### src/rtl/serial_subtractor_ctrl.sv
// -----------------------------------------------------------------------------
// serial_subtractor_ctrl
//
// Bit-serial N-bit subtractor. It computes diff = a - b - bor_in one bit per
// clock, LSB first, using one full-subtractor cell and a borrow flop. A small
// three-state FSM (IDLE -> RUN -> DONE) sequences each operation behind a
// start/ready/done handshake.
//
// Parameters:
//   WIDTH    operand/result width in bits (1..64)
//
// Ports:
//   clk      rising-edge clock
//   rst_n    asynchronous active-low reset
//   start    request; operands are accepted on an edge with start=1 and ready=1
//   a        minuend, sampled only at accept
//   b        subtrahend, sampled only at accept
//   bor_in   initial borrow, sampled only at accept
//   ready    high only while idle
//   busy     high while running or presenting the result
//   done     one-cycle pulse; diff/bor_out are valid
//   diff     registered difference (modulo 2^WIDTH)
//   bor_out  registered final borrow (1 iff a < b + bor_in, unsigned)
//   ovf      registered signed-overflow flag (only with SERIAL_SUB_OVF_EN)
//
// Build option:
//   SERIAL_SUB_OVF_EN  adds the ovf output and the two operand sign-bit flops
//                      that feed it. Without it the block has no ovf port.
// -----------------------------------------------------------------------------
module serial_subtractor_ctrl #(
  parameter int WIDTH = 8
) (
  input  logic             clk,
  input  logic             rst_n,
  input  logic             start,
  input  logic [WIDTH-1:0] a,
  input  logic [WIDTH-1:0] b,
  input  logic             bor_in,
  output logic             ready,
  output logic             busy,
  output logic             done,
  output logic [WIDTH-1:0] diff,
  output logic             bor_out
`ifdef SERIAL_SUB_OVF_EN
  ,
  output logic             ovf
`endif
);

  // Counter needs to reach WIDTH-1; keep at least one bit so WIDTH=1 works.
  localparam int CW = (WIDTH > 1) ? $clog2(WIDTH) : 1;
  localparam logic [CW-1:0] CNT_LAST = CW'(WIDTH - 1);

  typedef enum logic [1:0] {
    ST_IDLE = 2'd0,
    ST_RUN  = 2'd1,
    ST_DONE = 2'd2
  } state_t;

  state_t state, state_next;

  logic [WIDTH-1:0] a_sh;
  logic [WIDTH-1:0] b_sh;
  logic [WIDTH-1:0] res;
  logic [WIDTH-1:0] res_next;
  logic [CW-1:0]    cnt;
  logic             brw;
  logic             d_bit;
  logic             nb;
  logic             last;

`ifdef SERIAL_SUB_OVF_EN
  logic a_msb;
  logic b_msb;
`endif

  // Full-subtractor cell working on the current LSBs of the operand shifters.
  assign d_bit = a_sh[0] ^ b_sh[0] ^ brw;
  assign nb    = (~a_sh[0] & b_sh[0]) | (brw & ~(a_sh[0] ^ b_sh[0]));
  assign last  = (cnt == CNT_LAST);

  // Each new difference bit enters at the MSB, so after WIDTH shifts the
  // first (LSB) bit has travelled down to bit 0. Written with shifts rather
  // than a concatenation so WIDTH=1 needs no special case.
  assign res_next = (res >> 1) | (WIDTH'(d_bit) << (WIDTH - 1));

  // State register.
  always_ff @(posedge clk or negedge rst_n) begin
    if (!rst_n) begin
      state <= ST_IDLE;
    end else begin
      state <= state_next;
    end
  end

  // Next-state and handshake outputs. DONE always falls back to IDLE, so a
  // start held high is accepted once every WIDTH+2 cycles.
  always_comb begin
    state_next = state;
    ready      = 1'b0;
    busy       = 1'b0;
    done       = 1'b0;
    case (state)
      ST_IDLE: begin
        ready = 1'b1;
        if (start) begin
          state_next = ST_RUN;
        end
      end
      ST_RUN: begin
        busy = 1'b1;
        if (last) begin
          state_next = ST_DONE;
        end
      end
      ST_DONE: begin
        busy = 1'b1;
        done = 1'b1;
        state_next = ST_IDLE;
      end
      default: begin
        state_next = ST_IDLE;
      end
    endcase
  end

  // Datapath. Operands are captured only at accept, so the inputs may move
  // freely afterwards. diff/bor_out only change on the final RUN edge, which
  // keeps the previous result stable while the next one is being computed.
  always_ff @(posedge clk or negedge rst_n) begin
    if (!rst_n) begin
      a_sh    <= '0;
      b_sh    <= '0;
      res     <= '0;
      cnt     <= '0;
      brw     <= 1'b0;
      diff    <= '0;
      bor_out <= 1'b0;
`ifdef SERIAL_SUB_OVF_EN
      a_msb   <= 1'b0;
      b_msb   <= 1'b0;
      ovf     <= 1'b0;
`endif
    end else begin
      case (state)
        ST_IDLE: begin
          if (start) begin
            a_sh  <= a;
            b_sh  <= b;
            brw   <= bor_in;
            cnt   <= '0;
`ifdef SERIAL_SUB_OVF_EN
            a_msb <= a[WIDTH-1];
            b_msb <= b[WIDTH-1];
`endif
          end
        end
        ST_RUN: begin
          a_sh <= a_sh >> 1;
          b_sh <= b_sh >> 1;
          brw  <= nb;
          cnt  <= cnt + CW'(1);
          res  <= res_next;
          if (last) begin
            diff    <= res_next;
            bor_out <= nb;
`ifdef SERIAL_SUB_OVF_EN
            // Signed overflow: operand signs differ and the result sign
            // disagrees with the minuend.
            ovf     <= (a_msb != b_msb) && (res_next[WIDTH-1] != a_msb);
`endif
          end
        end
        default: begin
        end
      endcase
    end
  end

endmodule
### config.mk
export PLATFORM = sky130hd
export DESIGN_NAME = serial_subtractor_ctrl
export DESIGN_NICKNAME = d
export VERILOG_FILES = /design/src/rtl/serial_subtractor_ctrl.sv
export SDC_FILE = /design/constraint.sdc
export NUM_CORES = 1
export LEC_CHECK = 0
export ABC_AREA = 1
export BUFFER_PORTS_ARGS = -buffer_cell sky130_fd_sc_hd__buf_4
export CORE_MARGIN = 1
export CORE_UTILIZATION = 45
export DETAILED_ROUTE_END_ITERATION = 6
export PLACE_DENSITY_LB_ADDON = 0.2
export SYNTH_ARGS = -nofsm -noshare
export SYNTH_HDL_FRONTEND = slang
export SYNTH_SLANG_ARGS = --single-unit
### constraint.sdc
create_clock -name clk -period 1.65 [get_ports clk]
set_clock_uncertainty 0.15 [all_clocks]
set_input_delay 0.2475 -clock clk [delete_from_list [all_inputs] [get_ports clk]]
set_output_delay 0.2475 -clock clk [all_outputs]
set_load 0.01 [all_outputs]
==> metrics.txt, run 1 <==
outcome=finished clean; part of the cycle the worst path needs=96.9%; Pleak=1.23 nW; CP required=1.25 ns; reg2reg setup slack=0.12 ns; count of different cell masters after synthesis=16; Synth Area in Adders=4.52%; WP data arrival=1.20 ns; total power=3.56 mW; fillers=340; register area share after synthesis=52.1%; H-tree Lvls=2; flops & latches, synth=38; IO buf count=31; largest family of logic cells by synthesized area=simple AND/OR/NAND/NOR gates; postcts setup bufs=0; crit path capture type=output pin; TNS Setup=0 ns; worst vdd ir=0.000807 V; core area=0.00377 mm^2; pre-CTS setup slack=0.0581 ns; Initial Utilization=48.4%; # rows=22; Die Height=65.7 um; Clock Latency Late Sink=0.28 ns; clock net sink count=38; hold_ws=0.0727 ns; Final Hold Vio Count=0; share of cells above drive strength 1=20.8%; Final WS setup=0.0504 ns; Reg clk slew, reported paths=0.07 ns; die area=0.00432 mm^2; Remaining DRCs=0; commonest non-fill, non-tap cell in the layout=nand2_1; mux cell area share after synthesis=0%; largest net degree at the start of global routing=39; yosys warns=0; max_slew headroom=69.3%; most frequent cells in the layout=nand2_1 (105), dfrtp_1 (38), buf_4 (37); final setup fails=0; initial antenna violation count=0; Peak Freq=625 MHz; vias=1452; Worst-Margin Slew=0.460 ns; Inserted Clock Buffers=5; Overflow after GRT=0; number of max-cap violations=0; fin. max-slew vios=0; DP Wirelength=2210 um; die span in x=65.7 um; wire per inst=10.6 um; final wirelength=3240 um; WS Path Type=register to output pin; DR vias/cell=4.73; Final nets=284; vias in the first global route=1295; post-synthesis simple-gate area fraction=31.3%; Compound-Gate Fraction of Synth Area=4.11%; TritonRoute pass-1 iters=4; placer congestion estimate=0.770; Area growth, synth to finish=20.9%; RSZ-0062 raised after global routing=no; Cells after Synth=223; Bufs on Longest Clock Path=2; XOR/XNOR Fraction of Synth Area=0%; CTS tree=yes; Core Util, Final=58.5%; antenna cells=0; type of the tightest min-delay check=input port to register; crit-path max FO=5; critical path launch point type=register; Netlist Area Pre-Place=0.00183 mm^2; first-pass GRT wire length=5630 um; min Tclk post-route=1.60 ns; Pwr Density=1610 mW/mm^2; CTS Root Buffer Type=clkbuf_8; Avg Cell Area, Syn=8.19 um^2; io pins=32; gr usage total=17.3%; DRT iter0 DRCs=59; syn nets=249; remaining antenna violation count=0
cell families after synthesis:
| group | Yosys count |
|---|---|
| fa+ha+maj | 6 |
| flops | 38 |
| compound gates | 15 |
| buf+inv | 27 |
| simple gates | 137 |
metrics by stage:
step / cells / area (um^2)
floorplan: 223 / 1830
global placement: 298 / 2090
detailed placement: 298 / 2090
CTS: 307 / 2200
global route: 307 / 2210
finish: 307 / 2210
cells in the mapped netlist:
library cell	instances	area share, %
o21ai_0	15	4.1
fa_1	1	1.1
nand3_1	25	6.9
nand2_1	105	22
inv_4	1	0.34
inv_2	1	0.21
buf_6	3	1.9
buf_2	4	1.1
ha_1	5	3.4
inv_1	14	2.9
nor2_1	1	0.21
nand4_1	2	0.69
nand2_2	2	0.69
nand2_4	2	1.2
buf_4	4	1.6
dfrtp_1	38	52
registers in the layout, summed over array words and instances, names as in the netlist:
name,count
diff,8
cnt,3
b_sh,8
res,7
bor_out,1
brw,1
a_sh,8
state,2
layout make-up:
type | count | area [um^2] | share of cell area, %
inverters | 16 | 62.6 | 2.83
repair buffers | 39 | 299 | 13.5
clock inverters | 1 | 5.00 | 0.227
flip-flops and latches | 38 | 951 | 43.1
well taps | 48 | 60.1 | 2.72
clock buffers | 7 | 86.3 | 3.91
multi-input cells | 158 | 743 | 33.7
metal layers:
metal	vias to the layer above	routed length (um)	GRT usage, %
met3	4	123	3.82
met5	-	0	0
met4	0	51	8.70
met1	658	1700	24.3
met2	24	1370	25.0
li1	766	-	-
critical path, stage by stage, from the launching register on:
cell and delay [ns]:
dfrtp_1 0.37, inv_1 0.09, ha_4 0.18, buf_4 0.14
buf_4 0.13
final timing paths:
| path | endpoint | cells after the start | from |
|---|---|---|---|
| max in group asynchronous | b_sh[7] | 2 | rst_n |
| worst max register to register | bor_out | 6 | state[1] |
| worst min register to register | diff[7] | 2 | diff[7] |
| min in group asynchronous | res[4] | 2 | rst_n |
| worst max-delay path | ready | 4 | state[1] |
| worst min-delay path | a_sh[7] | 3 | a[7] |
report_power, final:
group	internal [mW]	switching (mW)
clock network	0.337	0.301
logic	0.589	0.873
registers	1.28	0.183
what timing repair did:
item | in CTS | in global routing
hold buffers | 1 | 0
gates resized for setup | 2 | 3
cloned | 0 | 0
hold endpoints to repair | 38 | 0
endpoints found under the setup margin | 1 | 17
Note: power is estimated with default switching activity, not from simulation.
==> run 2: changes to the inputs <==
CORE_UTILIZATION = 36   (was 45)
==> run 2 against run 1 <==
Utilization down 12 points. Critical path depth unchanged. Setup slack gained 0.021 ns. Sequential cell count unchanged. First-iteration DRC count is 85% higher. Register-to-register slack barely moved. Wire length rose by 13%. Combinational power increased by 4%. Critical endpoint unchanged.
==> metrics.txt, run 2 (synthesis gave the netlist of run 1 again) <==
TritonRoute pass-1 iters=4 (unchanged); crit path capture type=output pin (unchanged); Remaining DRCs=0 (unchanged); DRT iter0 DRCs=109 (was 59); largest net degree at the start of global routing=39 (unchanged); pre-CTS setup slack=0.0724 ns (was 0.0581 ns); total power=3.63 mW (was 3.56 mW); type of the tightest min-delay check=input port to register (unchanged); crit-path max FO=5 (unchanged); part of the cycle the worst path needs=95.7% (was 96.9%); Final WS setup=0.0714 ns (was 0.0504 ns); RSZ-0062 raised after global routing=no (unchanged); CTS Root Buffer Type=clkbuf_8 (unchanged); Pleak=1.23 nW (about the same); CP required=1.25 ns (about the same); die area=0.00536 mm^2 (was 0.00432 mm^2); Area growth, synth to finish=22.7% (was 20.9%); # rows=25 (was 22); remaining antenna violation count=0 (unchanged); initial antenna violation count=0 (unchanged); min Tclk post-route=1.58 ns (was 1.60 ns); die span in x=73.2 um (was 65.7 um); worst vdd ir=0.000796 V (was 0.000807 V); outcome=finished clean (unchanged); Inserted Clock Buffers=5 (unchanged); final cell count without fillers=326 (was 307); Initial Utilization=38.1% (was 48.4%); fin. max-slew vios=0 (unchanged); final setup fails=0 (unchanged); antenna cells=0 (unchanged); Post-Place Cells=316 (was 298); gr usage total=15.5% (was 17.3%); share of cells above drive strength 1=21.2% (was 20.8%); Largest regs=a_sh (8), b_sh (8), diff (8) (unchanged); Placed Area=0.00212 mm^2 (was 0.00209 mm^2); WS Path Type=register to output pin (unchanged); final wirelength=3660 um (was 3240 um); Worst-Margin Slew=0.485 ns (was 0.460 ns); Overflow after GRT=0 (unchanged); Clock Latency Late Sink=0.28 ns (about the same); H-tree Lvls=2 (unchanged); Die Height=73.2 um (was 65.7 um); Pwr Density=1620 mW/mm^2 (was 1610 mW/mm^2); Reg clk slew, reported paths=0.07 ns (about the same); wire per inst=11.2 um (was 10.6 um); most frequent cells in the layout=nand2_1 (105), dfrtp_1 (38), buf_4 (37) (unchanged); Bufs on Longest Clock Path=2 (unchanged); Final nets=284 (unchanged); vias in the first global route=1398 (was 1295); Final Hold Vio Count=0 (unchanged); io pins=32 (unchanged); vias=1488 (was 1452); Core Util, Final=46.8% (was 58.5%); DP Wirelength=2430 um (was 2210 um); number of max-cap violations=0 (unchanged); critical path launch point type=register (unchanged); commonest non-fill, non-tap cell in the layout=nand2_1 (unchanged); M1 WL=1830 um (was 1700 um); first-pass GRT wire length=6240 um (was 5630 um); placer congestion estimate=0.688 (was 0.770); WP data arrival=1.18 ns (was 1.20 ns); core area=0.00479 mm^2 (was 0.00377 mm^2); met3 WL post-DR=154 um (was 123 um); DR vias/cell=4.56 (was 4.73); clock net sink count=38 (unchanged); TNS Setup=0 ns (unchanged); IO buf count=31 (unchanged); max_slew headroom=67.6% (was 69.3%); Peak Freq=633 MHz (was 625 MHz); CTS tree=yes (unchanged); hold_ws=0.0646 ns (was 0.0727 ns); highest metal used=met4 (unchanged); met2 WL=1660 um (was 1370 um); design area=0.00224 mm^2 (was 0.00221 mm^2)
## run 2: path summary, 6_finish.rpt
check | start | endpoint | slack, ns | cells after the start
max | state[0] | ready | 0.07 | 4
min reg2reg | diff[7] | diff[7] | 0.34 | 2
min | a[7] | a_sh[7] | 0.06 | 3
max reg2reg | state[0] | b_sh[6] | 0.13 | 6
max in group asynchronous | rst_n | a_sh[1] | 0.69 | 2
min in group asynchronous | rst_n | diff[1] | 0.32 | 2
## run 2: final cells by class
cell class / instances / area (um^2)
clock buffer: 7 / 86.3
clock inverter: 1 / 5.00
fill: 490 / 2550
inverter: 16 / 62.6
multi-input combinational: 158 / 743
sequential: 38 / 951
tap: 67 / 83.8
timing repair buffer: 39 / 308
## run 2: critical path, stage by stage, from the launching register on
cell and delay (ns):
dfrtp_1 0.38, inv_2 0.07, ha_4 0.17, buf_4 0.15, buf_4 0.14
## run 2: timing repair
action | CTS | global route
endpoints found under the setup margin | 1 | 31
setup buffers | 1 | 0
endpoints found under the hold margin | 38 | 0
resized for setup | 1 | 4
hold buffers | 1 | 0
## run 2: where the power goes
part	internal (mW)	switching, mW	total [mW]
registers	1.28	0.187	1.46
clock network	0.337	0.311	0.649
logic	0.615	0.906	1.52
total	2.23	1.40	3.63
## run 2: metal layers
metal	global-route usage, %	vias to the layer above
li1	-	763
met3	3.73	2
met5	0	-
met2	23.4	25
met1	21.3	698
met4	6.54	0
